## src/rtl/screen_buf_arbiter.sv

```systemverilog
// sync_fifo: generic single-clock FIFO with registered pointers and occupancy count.
// Latency: an entry pushed in cycle N is visible on rd_dat from cycle N+1.
// Backpressure: pushes are refused while full, even when a pop happens in the same cycle.
module sync_fifo #(
    parameter int WIDTH = 8,
    parameter int DEPTH = 4
) (
    input  logic             clk,
    input  logic             rst,
    input  logic             wr_vld,
    input  logic [WIDTH-1:0] wr_dat,
    input  logic             rd_rdy,
    output logic [WIDTH-1:0] rd_dat,
    output logic             full,
    output logic             empty
);
    localparam int PTR_W = $clog2(DEPTH);
    localparam int CNT_W = PTR_W + 1;

    logic [WIDTH-1:0] mem [DEPTH];
    logic [PTR_W-1:0] wr_ptr;
    logic [PTR_W-1:0] rd_ptr;
    logic [CNT_W-1:0] count;
    logic             push;
    logic             pop;

    assign full   = (count == CNT_W'(DEPTH));
    assign empty  = (count == '0);
    assign push   = wr_vld & ~full;
    assign pop    = rd_rdy & ~empty;
    assign rd_dat = mem[rd_ptr];

    always_ff @(posedge clk) begin
        if (push) mem[wr_ptr] <= wr_dat;
    end

    // Pointers wrap naturally because DEPTH is a power of two.
    always_ff @(posedge clk or posedge rst) begin
        if (rst) begin
            wr_ptr <= '0;
            rd_ptr <= '0;
            count  <= '0;
        end else begin
            if (push) wr_ptr <= wr_ptr + PTR_W'(1);
            if (pop)  rd_ptr <= rd_ptr + PTR_W'(1);
            case ({push, pop})
                2'b10:   count <= count + CNT_W'(1);
                2'b01:   count <= count - CNT_W'(1);
                default: count <= count;
            endcase
        end
    end
endmodule

// screen_buf_arbiter: shares the single-port screen RAM between VDU scan-out, CPU and clear fill.
// Latency: VDU and CPU read data one cycle after grant; CPU writes reach RAM at least one cycle after accept.
// Backpressure: VDU is never stalled; cpu_wr_ready falls when the write FIFO is full; cpu_rd_ready waits for a quiet, drained port.
module screen_buf_arbiter #(
    parameter int ADDR_W      = 14,
    parameter int DATA_W      = 8,
    parameter int FIFO_DEPTH  = 4,
    parameter int CLEAR_WORDS = 4800
) (
    input  logic              clk,
    input  logic              rst,
    input  logic              vdu_rden,
    input  logic [ADDR_W-1:0] vdu_addr,
    output logic [DATA_W-1:0] vdu_data,
    input  logic              cpu_wr_valid,
    output logic              cpu_wr_ready,
    input  logic [ADDR_W-1:0] cpu_wr_addr,
    input  logic [DATA_W-1:0] cpu_wr_data,
    input  logic              cpu_rd_valid,
    output logic              cpu_rd_ready,
    input  logic [ADDR_W-1:0] cpu_rd_addr,
    output logic [DATA_W-1:0] cpu_rd_data,
    output logic              cpu_rd_data_valid,
    input  logic              clr_start,
    input  logic [DATA_W-1:0] clr_char,
    output logic              clr_busy,
    output logic [ADDR_W-1:0] ram_addr,
    output logic [DATA_W-1:0] ram_wdata,
    output logic              ram_we,
    output logic              ram_rden,
    input  logic [DATA_W-1:0] ram_rdata
);
    typedef enum logic {IDLE, CLEAR} state_t;

    typedef struct packed {
        logic [ADDR_W-1:0] addr;
        logic [DATA_W-1:0] data;
    } wr_ent_t;

    state_t            state, state_nxt;
    logic [ADDR_W-1:0] clr_cnt, clr_cnt_nxt;
    logic [DATA_W-1:0] clr_char_q, clr_char_nxt;

    wr_ent_t fifo_in;
    wr_ent_t fifo_out;
    logic    fifo_full;
    logic    fifo_empty;

    logic grant_vdu, grant_clr, grant_fifo, grant_rd;
    logic rd_vld_q;
    logic [DATA_W-1:0] rd_hold;

    assign fifo_in      = '{addr: cpu_wr_addr, data: cpu_wr_data};
    assign cpu_wr_ready = ~fifo_full;
    assign clr_busy     = (state == CLEAR);
    assign vdu_data     = ram_rdata;

    sync_fifo #(
        .WIDTH ($bits(wr_ent_t)),
        .DEPTH (FIFO_DEPTH)
    ) u_wr_fifo (
        .clk    (clk),
        .rst    (rst),
        .wr_vld (cpu_wr_valid),
        .wr_dat (fifo_in),
        .rd_rdy (grant_fifo),
        .rd_dat (fifo_out),
        .full   (fifo_full),
        .empty  (fifo_empty)
    );

    // Reads wait for an empty FIFO and no write in flight so they always see prior writes.
    always_comb begin
        grant_vdu    = vdu_rden;
        grant_clr    = 1'b0;
        grant_fifo   = 1'b0;
        grant_rd     = 1'b0;
        cpu_rd_ready = 1'b0;
        if (!vdu_rden) begin
            if (state == CLEAR) begin
                grant_clr = 1'b1;
            end else if (!fifo_empty) begin
                grant_fifo = 1'b1;
            end else if (!cpu_wr_valid && !rst) begin
                cpu_rd_ready = 1'b1;
                grant_rd     = cpu_rd_valid;
            end
        end
    end

    always_comb begin
        ram_addr  = '0;
        ram_wdata = '0;
        ram_we    = 1'b0;
        ram_rden  = 1'b0;
        if (grant_vdu) begin
            ram_addr = vdu_addr;
            ram_rden = 1'b1;
        end else if (grant_clr) begin
            ram_addr  = clr_cnt;
            ram_wdata = clr_char_q;
            ram_we    = 1'b1;
        end else if (grant_fifo) begin
            ram_addr  = fifo_out.addr;
            ram_wdata = fifo_out.data;
            ram_we    = 1'b1;
        end else if (grant_rd) begin
            ram_addr = cpu_rd_addr;
            ram_rden = 1'b1;
        end
    end

    always_comb begin
        state_nxt    = state;
        clr_cnt_nxt  = clr_cnt;
        clr_char_nxt = clr_char_q;
        case (state)
            IDLE: begin
                if (clr_start) begin
                    state_nxt    = CLEAR;
                    clr_cnt_nxt  = '0;
                    clr_char_nxt = clr_char;
                end
            end
            CLEAR: begin
                if (grant_clr) begin
                    if (clr_cnt == ADDR_W'(CLEAR_WORDS - 1)) state_nxt = IDLE;
                    else                                      clr_cnt_nxt = clr_cnt + ADDR_W'(1);
                end
            end
            default: state_nxt = IDLE;
        endcase
    end

    always_ff @(posedge clk or posedge rst) begin
        if (rst) begin
            state      <= IDLE;
            clr_cnt    <= '0;
            clr_char_q <= '0;
        end else begin
            state      <= state_nxt;
            clr_cnt    <= clr_cnt_nxt;
            clr_char_q <= clr_char_nxt;
        end
    end

    // The RAM output register supplies the read word in the valid cycle; rd_hold keeps it afterwards.
    always_ff @(posedge clk or posedge rst) begin
        if (rst) begin
            rd_vld_q <= 1'b0;
            rd_hold  <= '0;
        end else begin
            rd_vld_q <= grant_rd;
            if (rd_vld_q) rd_hold <= ram_rdata;
        end
    end

    assign cpu_rd_data_valid = rd_vld_q;
    assign cpu_rd_data       = rd_vld_q ? ram_rdata : rd_hold;
endmodule

```

## config.mk

```make
export PLATFORM = sky130hd
export DESIGN_NAME = screen_buf_arbiter
export DESIGN_NICKNAME = d
export VERILOG_FILES = /design/src/rtl/screen_buf_arbiter.sv
export SDC_FILE = /design/constraint.sdc
export NUM_CORES = 1
export LEC_CHECK = 0
export ABC_CLOCK_PERIOD_IN_PS = 1900
export BUFFER_PORTS_ARGS = -buffer_cell sky130_fd_sc_hd__buf_2
export CORE_MARGIN = 5
export CORE_UTILIZATION = 50
export CTS_BUF_LIST = sky130_fd_sc_hd__clkbuf_2 sky130_fd_sc_hd__clkbuf_4 sky130_fd_sc_hd__clkbuf_8
export DETAILED_ROUTE_END_ITERATION = 6
export PLACE_DENSITY = 0.77
export SYNTH_ARGS = -nofsm -noshare
export SYNTH_HDL_FRONTEND = slang
export SYNTH_SLANG_ARGS = --single-unit
```

## constraint.sdc

```tcl
create_clock -name clk -period 1.9 [get_ports clk]
set_input_delay 0.285 -clock clk [delete_from_list [all_inputs] [get_ports clk]]
set_output_delay 0.285 -clock clk [all_outputs]
set_load 0.05 [all_outputs]
```

==> results.txt, run 1 <==
After synthesis, the mean cell area works out to 13.6 um^2. The distinct cell type count of the synthesized netlist is 48. The clock transition at the registers of the reported paths is 70 ps. The routed wire length came out at 14600 um. STA classifies the critical path startpoint as a register.

Relative to the synthesized area, the layout overhead comes to 36.8%. The die height came out at 117 um. After detailed routing, the number of vias per cell comes to 5.68. The critical path is of the reg2out type. The worst-case reg-to-reg path depth is 9. The die covers 0.0136 mm^2.

The antenna diode count came out at 0. TritonCTS built the clock tree. The register bit count reported by yosys is 127. The count of final hold-check violations came to 0. The first global-routing pass estimated 21500 um of wire.

The highest layer used for signal routing is met4. The largest net degree at the start of global routing came out at 33. The largest fanout on the critical path came out at 5. The data arrival time at the worst-slack endpoint is 2050 ps. The total of max-cap violations came out at 0. The endpoint type of the worst setup path is an output pin. In this run the critical register-to-register path is launched from clr_busy. Based on the critical path, the design can be clocked at up to 429 MHz. The cell area after synthesis is 0.00570 mm^2. Global routing used 21.0% of the available tracks.

The post-route total power is 8390 uW. The transition time at the pin with the least slew margin came out at 416 ps. The floorplan core area is 0.0113 mm^2. The cell depth of the worst hold path came out at 3. The post-synth net total came out at 498. Walking the worst path, the cells encountered are or3_4, o21ai_4, buf_6, or3_4, a21oi_4, buf_6.

IR analysis of the VDD net gives a maximum drop of 0.000629 V. In this run, synthesis inferred 88 flip-flops with an integrated enable. The initial antenna violation count came to 0. The number of clock sinks is 127. The maximum clock skew at final layout came out at 9.93 ps. Setup repair after global routing could not meet its margin everywhere. The starting DRC count in detailed routing is 311. The share of flip-flops with an asynchronous set or reset is 30.7%. No sink is reached through more buffers than the 2 on the longest clock path.

The reg-to-reg endpoint is u_wr_fifo.count[2]. For this configuration, the core starts out at a cell density of 50.4%. Yosys instantiated no cell more often than edfxtp_1. The cell area power density is 1070 mW/mm^2. The number of global-route vias before repair is 4239. The class of the most critical hold timing path is in2reg. The total I/O pin count came out at 116. The placement row count came out at 39.

The iteration count of the initial detailed-routing pass came out at 5. The slowest stage of the critical path is the dfrtp_1 cell. The worst setup slack after layout came out at -431 ps.

The layout net count came out at 652. The tree is rooted in a clkbuf_8. The share of the synthesized area in the top cell type came out at 46.3%. The Yosys step of the flow raised 0 warnings.

Prior to clock tree synthesis, the placed netlist has a worst setup slack of -87.1 ps. The time the final worst path needs with I/O delays and setup came out at 2330 ps. The horizontal die dimension is 117 um. In this design, the stage delay of the slowest critical-path cell is 440 ps.

Once detail routing completed, the nets flagged for antenna violations numbered 0. The path with the worst hold slack has its endpoint at clr_char_q[0]. The biggest area consumer among synthesized cells is edfxtp_1. The final RePlAce weighted congestion came out at 0.912. The number of slew-limit violations in the final report came to 0. The clock latency reported for the late side of the worst-skew pair is 430 ps.

The number of placed instances, taps included came out at 685. Summing over every cut layer, the via total after detailed routing is 4138. The internal reg-to-reg setup slack came out at -60 ps. The half-perimeter wire length after detailed placement is 9660 um. The number of buffers added by the clock tree synthesis step is 17. The share of final-layout standard cells stronger than drive strength 1 is 50.0%. Summed over all layers, the global routing overflow is 0.

The count of input and output buffers is 115. In the synthesized netlist, the cells that appear most often are edfxtp_1, dfrtp_1, nand2_1. Synthesis produced a netlist whose cell count is 419. The worst pin sits at a relative slew slack of 72.2%. The worst hold slack is 42.1 ps. By area the synthesized netlist is led by edfxtp_1, dfrtp_1, mux4_2.

The critical path data required time is 1620 ps. The worst hold path begins at clr_char[0]. The wire length on met3 is 886 um. The most used flip-flop cell after synthesis is edfxtp_1. The run finished, with violations left. The leakage component of the power is 0.00308 uW. The share of the clock period used by the worst path is 123%.

The post-synthesis sequential area ratio came out at 63.4%. The final number of setup-violating endpoints came out at 26. The checks that failed: setup timing. The maximum level of the CTS H-tree came out at 4.

The filler-free cell count of the finished design is 729. The average wire length per cell after detail routing is 20.0 um. After detailed routing, the wire length on met1 is 5640 um. The number of DRC violations after detailed routing is 0. The met2 layer wire length in the routed design is 7650 um.
area by class of cell:
type / instances / area (um^2)
sequential: 127 / 3620
timing repair buffer: 169 / 1310
clock buffer: 24 / 312
multi-input combinational: 243 / 2230
fill: 706 / 3520
inverter: 15 / 56.3
clock inverter: 8 / 104
tap: 143 / 179
power breakdown:
group,internal (uW),switching (uW)
registers,3540,269
logic,939,1260
clock network,1350,1030
total,5830,2560
worst max-delay path: cells and delay by family, from the launching register on:
kind | cells | cell delay [ps]
AOI/OAI and AO/OA | 2 | 250
buffers and inverters | 2 | 320
DFF | 1 | 440
and+or+nand+nor | 2 | 600
metrics by stage:
step / TNS [ps] / utilization, % / area, um^2
after floorplan: -1000 / - / 5960
after global placement: -448 / 61.0 / 6910
after detailed placement: -866 / 61.0 / 6910
after CTS: -9440 / 66.8 / 7570
after global routing: -10430 / 68.9 / 7800
final: -9030 / 68.9 / 7800
kinds of logic (layout without fill, tap and decap cells):
family / after synthesis / in the layout / share of synthesized area, %
flops: 127 / 127 / 63.4
simple gates: 118 / 118 / 11.4
compound gates: 82 / 82 / 9.85
buf+inv: 49 / 216 / 4.30
mux: 26 / 26 / 7.83
xor+xnor: 10 / 10 / 1.54
fa+ha+maj: 7 / 7 / 1.67
worst max path at each step:
| stage | from | endpoint | slack, ps | cells after the start |
|---|---|---|---|---|
| after global routing | u_wr_fifo.count[2] | ram_addr[6] | -470 | 6 |
| final | u_wr_fifo.count[2] | ram_addr[4] | -430 | 6 |
| after global placement | u_wr_fifo.count[2] | ram_addr[5] | -80 | 6 |
| after detailed placement | u_wr_fifo.count[2] | ram_addr[4] | -90 | 6 |
| after CTS | u_wr_fifo.rd_ptr[0] | ram_wdata[1] | -430 | 4 |
| after floorplan | clr_busy | ram_addr[3] | -120 | 5 |
registers in the layout, indices dropped and copies added (netlist names):
signal and flops:
u_wr_fifo.mem 88, u_wr_fifo.rd_ptr 2, u_wr_fifo.count 3, clr_busy 1, rd_hold 8, cpu_rd_data_valid 1, clr_char_q 8, clr_cnt 14
u_wr_fifo.wr_ptr 2
metal layers:
| layer | global-route usage (%) | vias up |
|---|---|---|
| met3 | 5.24 | 38 |
| met2 | 35.3 | 170 |
| met1 | 26.0 | 2058 |
| li1 | - | 1872 |
| met4 | 8.94 | 0 |
| met5 | 0 | - |
cells in the final DEF (no fill, tap or decap), drive strengths merged, types with 7 or more instances in the layout:
| master | instances |
|---|---|
| buf | 167 |
| edfxtp | 88 |
| dfrtp | 39 |
| nand2 | 37 |
| clkbuf | 25 |
| a21oi | 25 |
| nor2b | 18 |
| inv | 16 |
| a211oi | 16 |
| nor2 | 15 |
| mux4 | 14 |
| mux2 | 9 |
| or3 | 9 |
| o22ai | 9 |
| o21ai | 9 |
| nand2b | 8 |
| a22o | 8 |
| xnor2 | 7 |
timing repair:
item | CTS | global route
pin swaps | 6 | 17
endpoints found under the setup margin | 30 | 28
setup buffers | 2 | 5
gates cloned | 2 | 2
gates resized for setup | 63 | 49
endpoints found under the hold margin | 39 | 0
hold buffers | 1 | 0
Note: power is estimated with default switching activity, not from simulation.
==> run 2, diff against run 1 <==
ABC_CLOCK_PERIOD_IN_PS = 2100   (was 1900)
REMOVE_ABC_BUFFERS = 1   (was default)
clock period = 2.1 ns   (was 1.9 ns; I/O delays follow)
==> results.txt, run 2 (synthesis results as in run 1) <==
The number of antenna-violating nets in the routed design came out at 0. The portion of total power attributed to sequential cells is 49.1%. The largest registers in the layout are u_wr_fifo.mem: 88 flops, clr_cnt: 14 flops. The startpoint class of the critical path is a register. The data arrival time at the worst-slack endpoint is 2020 ps.

On the critical path the largest part of the delay comes from simple AND/OR/NAND/NOR gates. The share of the clock period used by the worst path came out at 111%. The placement row count is 39. The power share of the combinational group is 25.0%.

After detailed routing, the total wire length is 14100 um. The total global-route track usage came out at 20.4%. The reg-to-reg endpoint is u_wr_fifo.count[2].

For the finished layout, the period the worst path requires is 2340 ps. The final number of setup-violating endpoints is 24. The maximum clock skew at final layout came out at 11.2 ps. Detailed placement finished with a half-perimeter wire length of 9400 um.

The critical path is of the reg2out type. The number of antenna diodes in the final layout is 0. The clock latency reported for the late side of the worst-skew pair is 430 ps. Leaving out fill and tap cells, the most frequent cell in the layout is buf_2. The floorplan core area came out at 0.0113 mm^2. The horizontal die dimension is 117 um. For this block, the via count after detailed routing is 3994.

The initial utilization of the core area, before any placement, comes to 50.4%. In this run the vertical extent of the chip is 117 um. After global routing the overflow that remains totals 0. The largest fanout on the critical path came out at 6. The slowest stage of the critical path belongs to the cell or3_4.

The worst-case reg-to-reg path depth came out at 9. The initial antenna violation count is 0. The leakage component of the power came out at 0.00296 uW.

The first-pass GRT wire length is 20900 um. The signal on the critical path passes through or3_4, o21ai_4, buf_6, or3_1, a21oi_1, buf_4. The worst setup slack after layout came out at -238 ps.

The register with the most flip-flops in the layout has 88 of them. In the layout the commonest cells are buf_2, edfxtp_1, dfrtp_1, buf_4, nand2_1. The iteration count of the initial detailed-routing pass came out at 4. The clock transition at the registers of the reported paths came out at 70 ps.

The area of placed instances came out at 0.00655 mm^2. The maximum level of the CTS H-tree is 4. The tree built by TritonCTS fans out to 127 sinks. The number of global-route vias before repair was 4056. No sink is reached through more buffers than the 2 on the longest clock path.

The start of the worst register-to-register path is u_wr_fifo.count[2]. TritonCTS built the clock tree. For hold timing, the worst endpoint is clr_char_q[7].

The total of max-cap violations is 0. From synthesis to final layout, the design area changed by 30.1%. The worst hold path begins at clr_char[7]. The clock network burns 26.0% of the power. The count of final hold-check violations is 0. The endpoint type of the worst setup path is an output pin. The average wire length per cell after detail routing came out at 19.6 um. The number of placed instances, taps included came out at 674. The cell area after layout is 0.00742 mm^2.

The cell area power density is 950 mW/mm^2. The flow ran to the end, but the final reports show violations. For this run, the slowest stage of the critical path takes 440 ps. The transition time at the pin with the least slew margin is 476 ps. The maximum ir drop on the vdd rail is 0.000519 V. The post-route total power came out at 7050 uW. The number of slew-limit violations in the final report came out at 0. The count of input and output buffers came out at 115. The checks that failed: setup timing. In this run the clock root is driven by a clkbuf_8. The critical path data required time came out at 1780 ps. The final RePlAce weighted congestion came out at 0.867.

The internal power of the cells totals 4870 uW. The starting DRC count in detailed routing is 256. For this run, the share of the core covered by cells in the final layout is 65.5%. Counting instances, the worst hold path has a depth of 3.

For this run, the top clock speed supported by timing is 428 MHz. The share of final-layout standard cells stronger than drive strength 1 came out at 46.1%. The largest net degree at the start of global routing is 30. The setup check on the worst reg-to-reg path leaves a slack of 10 ps. The layout net count came out at 644. The filler-free cell count of the finished design came out at 720. The number of buffer and inverter stages on the critical path is 2. The net switching power came out at 2180 uW.

The share of total power consumed by net switching came out at 30.9%. The worst slew slack as a fraction of its limit came out at 68.2%. Setup repair after global routing could not meet its margin everywhere.

The number of DRC violations after detailed routing came out at 0. In this run the count of I/O pins placed on the die edge is 116. The area of the die is 0.0136 mm^2. The class of the most critical hold timing path is in2reg.

Using the TritonRoute via totals, the vias-per-cell ratio works out to 5.55. The number of buffers added by the clock tree synthesis step came out at 17. The register ranked first by flip-flop count is u_wr_fifo.mem.
## run 2: changes by cell type in the layout (fill, tap and decap cells not counted), moves of 5 or more
cell,previous run,this run
buf_6,37,28
a211oi_1,8,16
a211oi_2,7,0
a21oi_4,8,1
a21oi_2,3,8
buf_4,31,36
## run 2: worst max path at each step
stage | from | end | slack, ps | cells after the start
final | u_wr_fifo.count[2] | ram_addr[1] | -240 | 6
after floorplan | u_wr_fifo.rd_ptr[0] | ram_addr[0] | -860 | 3
after global placement | clr_busy | ram_addr[7] | 130 | 6
after detailed placement | u_wr_fifo.count[0] | ram_addr[13] | 90 | 6
after CTS | u_wr_fifo.rd_ptr[0] | ram_wdata[3] | -240 | 4
after global routing | u_wr_fifo.count[2] | ram_addr[0] | -370 | 6
## run 2: worst min-delay path, delay by kind of cell
| kind | cells | cell delay (ps) |
|---|---|---|
| buf+inv | 1 | 70 |
| simple gates | 2 | 90 |
## run 2: power by group through the flow
| stage | combinational [uW] | clock [uW] | sequential (uW) |
|---|---|---|---|
| 3_3_place_gp | 1450 | 0 | 3460 |
| 3_5_place_dp | 1500 | 0 | 3490 |
| 4_1_cts | 1650 | 1860 | 3440 |
| 5_1_grt | 1890 | 2000 | 3500 |
| 2_1_floorplan | 925 | 0 | 3450 |
| 6_report | 1760 | 1830 | 3460 |
## run 2: area by class of cell
type	count	area (um^2)
Timing Repair Buffer	161	1170
Clock buffer	19	249
Multi-Input combinational cell	243	2050
Tap cell	143	179
Sequential cell	127	3620
Inverter	15	56.3
Clock inverter	12	96.3
Fill cell	749	3900
## run 2: layer usage
layer	global-route usage (%)	share of wire [%]
met1	25.9	39
met5	0	0
met2	34.2	53
met3	4.42	5.3
met4	8.56	2.5
## run 2: stage by stage
| stage | setup TNS [ps] | hold slack [ps] | worst slack (ps) |
|---|---|---|---|
| detailed placement | 0 | 336 | 91.3 |
| global placement | 0 | 334 | 128 |
| CTS | -4590 | 58.0 | -243 |
| finish | -4800 | 81.5 | -238 |
| global route | -6640 | 69.5 | -374 |
| floorplan | -16200 | 414 | -858 |
## run 2: what timing repair did
action	4_1_cts	5_1_grt
gates resized for setup	79	31
cloned	1	1
hold endpoints to repair	6	0
setup buffers	6	6
hold buffers	1	0
pin swaps	5	12
endpoints found under the setup margin	25	26
==> run 3, diff against run 2 <==
REMOVE_ABC_BUFFERS = default   (was 1)
==> results.txt, run 3 (synthesis results as in run 1) <==
At the later pin of the worst-skew pair, clock insertion delay measures 440 ps. The number of antenna-violating nets in the routed design came out at 0. The share of final-layout standard cells stronger than drive strength 1 is 48.1%.

In the post-route analysis, the smallest setup slack over all paths is -319 ps. The final RePlAce weighted congestion came out at 0.834. The number of clock sinks is 127. At the worst endpoint, the required time is 1780 ps. The filler-free cell count of the finished design came out at 711.

The total global-route track usage is 21.4%. The floorplan core area came out at 0.0113 mm^2. The transition time at the pin with the least slew margin came out at 504 ps. The number of buffers added by the clock tree synthesis step is 17. The cell area power density came out at 1020 mW/mm^2. The worst hold path belongs to the class in2async.

Between clock sinks in the finished design, the worst skew comes to 17.2 ps. The clock passes through at most 2 buffers. The largest net degree at the start of global routing is 40. After detailed routing, the average wire length per cell comes to 21.6 um. The number of vias in the routed layout came out at 4161.

The horizontal die dimension is 117 um. In this run the vertical extent of the chip is 117 um. The register with the most flip-flops in the final layout is u_wr_fifo.mem.

The number of placed instances, taps included came out at 667. Prior to clock tree synthesis, the placed netlist has a worst setup slack of 75.4 ps. The maximum level of the CTS H-tree came out at 4. The critical path class is reg2out.

Wires add up to 15300 um. The number of buffers inserted by hold repair at cts came out at 0. The clock transition at the registers of the reported paths is 90 ps. For this run, the post-layout net count is 633. TritonCTS built the clock tree.

The library cells used most frequently in the layout, excluding fill and tap cells, are buf_2, edfxtp_1, dfrtp_1. Global routing finished with a remaining overflow of 0. The number of flip-flops under the largest register name came out at 88. The area of the die is 0.0136 mm^2. The iteration count of the initial detailed-routing pass came out at 5. The share of the clock period used by the worst path is 115%. The total of max-cap violations is 0.

Of all nets on the critical path, the largest fanout is 6. The analysis attributes to cell leakage a power of 0.00303 uW. Setup repair after global routing could not meet its margin everywhere. The relative area change from synthesis to final layout came out at 33.9%. The run finished, with violations left. For this run, design rule violations remaining after detail routing come to 0. The leading cell type in the layout, fill and taps excluded is buf_2. Pin placement for this block handled 116 I/O pins.

Setup violations remaining at the end of the flow were counted as 26. In the final layout, the registers with the most flip-flops are u_wr_fifo.mem: 88 flops, clr_cnt: 14 flops. The endpoint type of the worst setup path is an output pin. The startpoint class of the critical path is a register. The maximum ir drop on the vdd rail is 0.000574 V. The number of global-route vias before repair is 4155. For the finished layout, the period the worst path requires is 2420 ps. The count of final hold-check violations was 0. The starting utilization of the core area came out at 50.4%.

The placement row count came out at 39. The final reports fail on setup timing. Total power for the finished layout comes to 7820 uW. The share of the core filled with cells is 67.5%.

The data arrival time at the worst-slack endpoint came out at 2100 ps. The initial antenna violation count is 0. The number of slew-limit violations in the final report is 0.

Summed over all nets, the half-perimeter wirelength after detailed placement is 9430 um. The tree is rooted in a clkbuf_8. Buffers placed on the I/O ports in this run total 115. The starting DRC count in detailed routing is 298.

The worst slew slack as a fraction of its limit came out at 66.4%. The timing-limited maximum frequency came out at 413 MHz. The first-pass GRT wire length is 21700 um. The number of vias per cell came out at 5.85.
## run 3: changes by cell type in the layout (fill, tap and decap cells not counted), sizes merged
cell / before / now
clkbuf: 20 / 19
dlygate4sd3: 1 / 0
clkinvlp: 3 / 1
buf: 159 / 149
diode: 0 / 1
bufinv: 1 / 5
## run 3: worst max-delay path, cell delays in order (launching register included)
cell	delay, ps
dfrtp_1	430
buf_6	140
nor4b_4	200
and3_4	250
buf_6	140
a32oi_1	150
o21ai_2	130
buf_6	200
## run 3: cell type report
| class | instances | area [um^2] |
|---|---|---|
| diodes | 1 | 2.50 |
| clock buffers | 18 | 241 |
| clock inverters | 14 | 214 |
| fillers | 721 | 3680 |
| inverters | 15 | 58.8 |
| multi-input cells | 243 | 2230 |
| flip-flops and latches | 127 | 3620 |
| well taps | 143 | 179 |
| repair buffers | 150 | 1090 |
## run 3: metrics by stage
stage               TNS, ps  hold slack (ps)  cell area, um^2
floorplan                 0              414             5850
global placement          0              458             6630
detailed placement        0              469             6630
CTS                   -4390             51.7             7480
global route          -7020             69.6             7640
finish                -5600             65.3             7640
## run 3: timing repair
action                                  4_1_cts  5_1_grt
setup buffers                                 3        5
gates resized for setup                     100       19
pin swaps                                     4       19
endpoints found under the setup margin       25       26
gates cloned                                  2        1
## run 3: worst paths after layout
check,to,cells after the start,slack [ps],startpoint
worst max register to register,u_wr_fifo.count[2],10,-190,u_wr_fifo.count[0]
worst max-delay path,ram_addr[12],7,-320,u_wr_fifo.count[2]
min in group clk,clr_char_q[3],3,70,clr_char[3]
max in group asynchronous,clr_busy,3,1640,rst
worst min register to register,clr_char_q[0],2,480,clr_char_q[0]
worst min-delay path,clr_cnt[5],3,70,rst
## run 3: power by group
group          internal [uW]  total (uW)  switching [uW]
sequential              3200        3470             272
combinational            779        1950            1170
clock                   1430        2400             976
## run 3: layer usage
layer	vias up	track usage, %	routed length, um
met5	-	0	0
met4	0	8.94	454
met3	32	5.19	837
met2	189	37.0	8260
met1	2101	25.6	5780
li1	1839	-	-
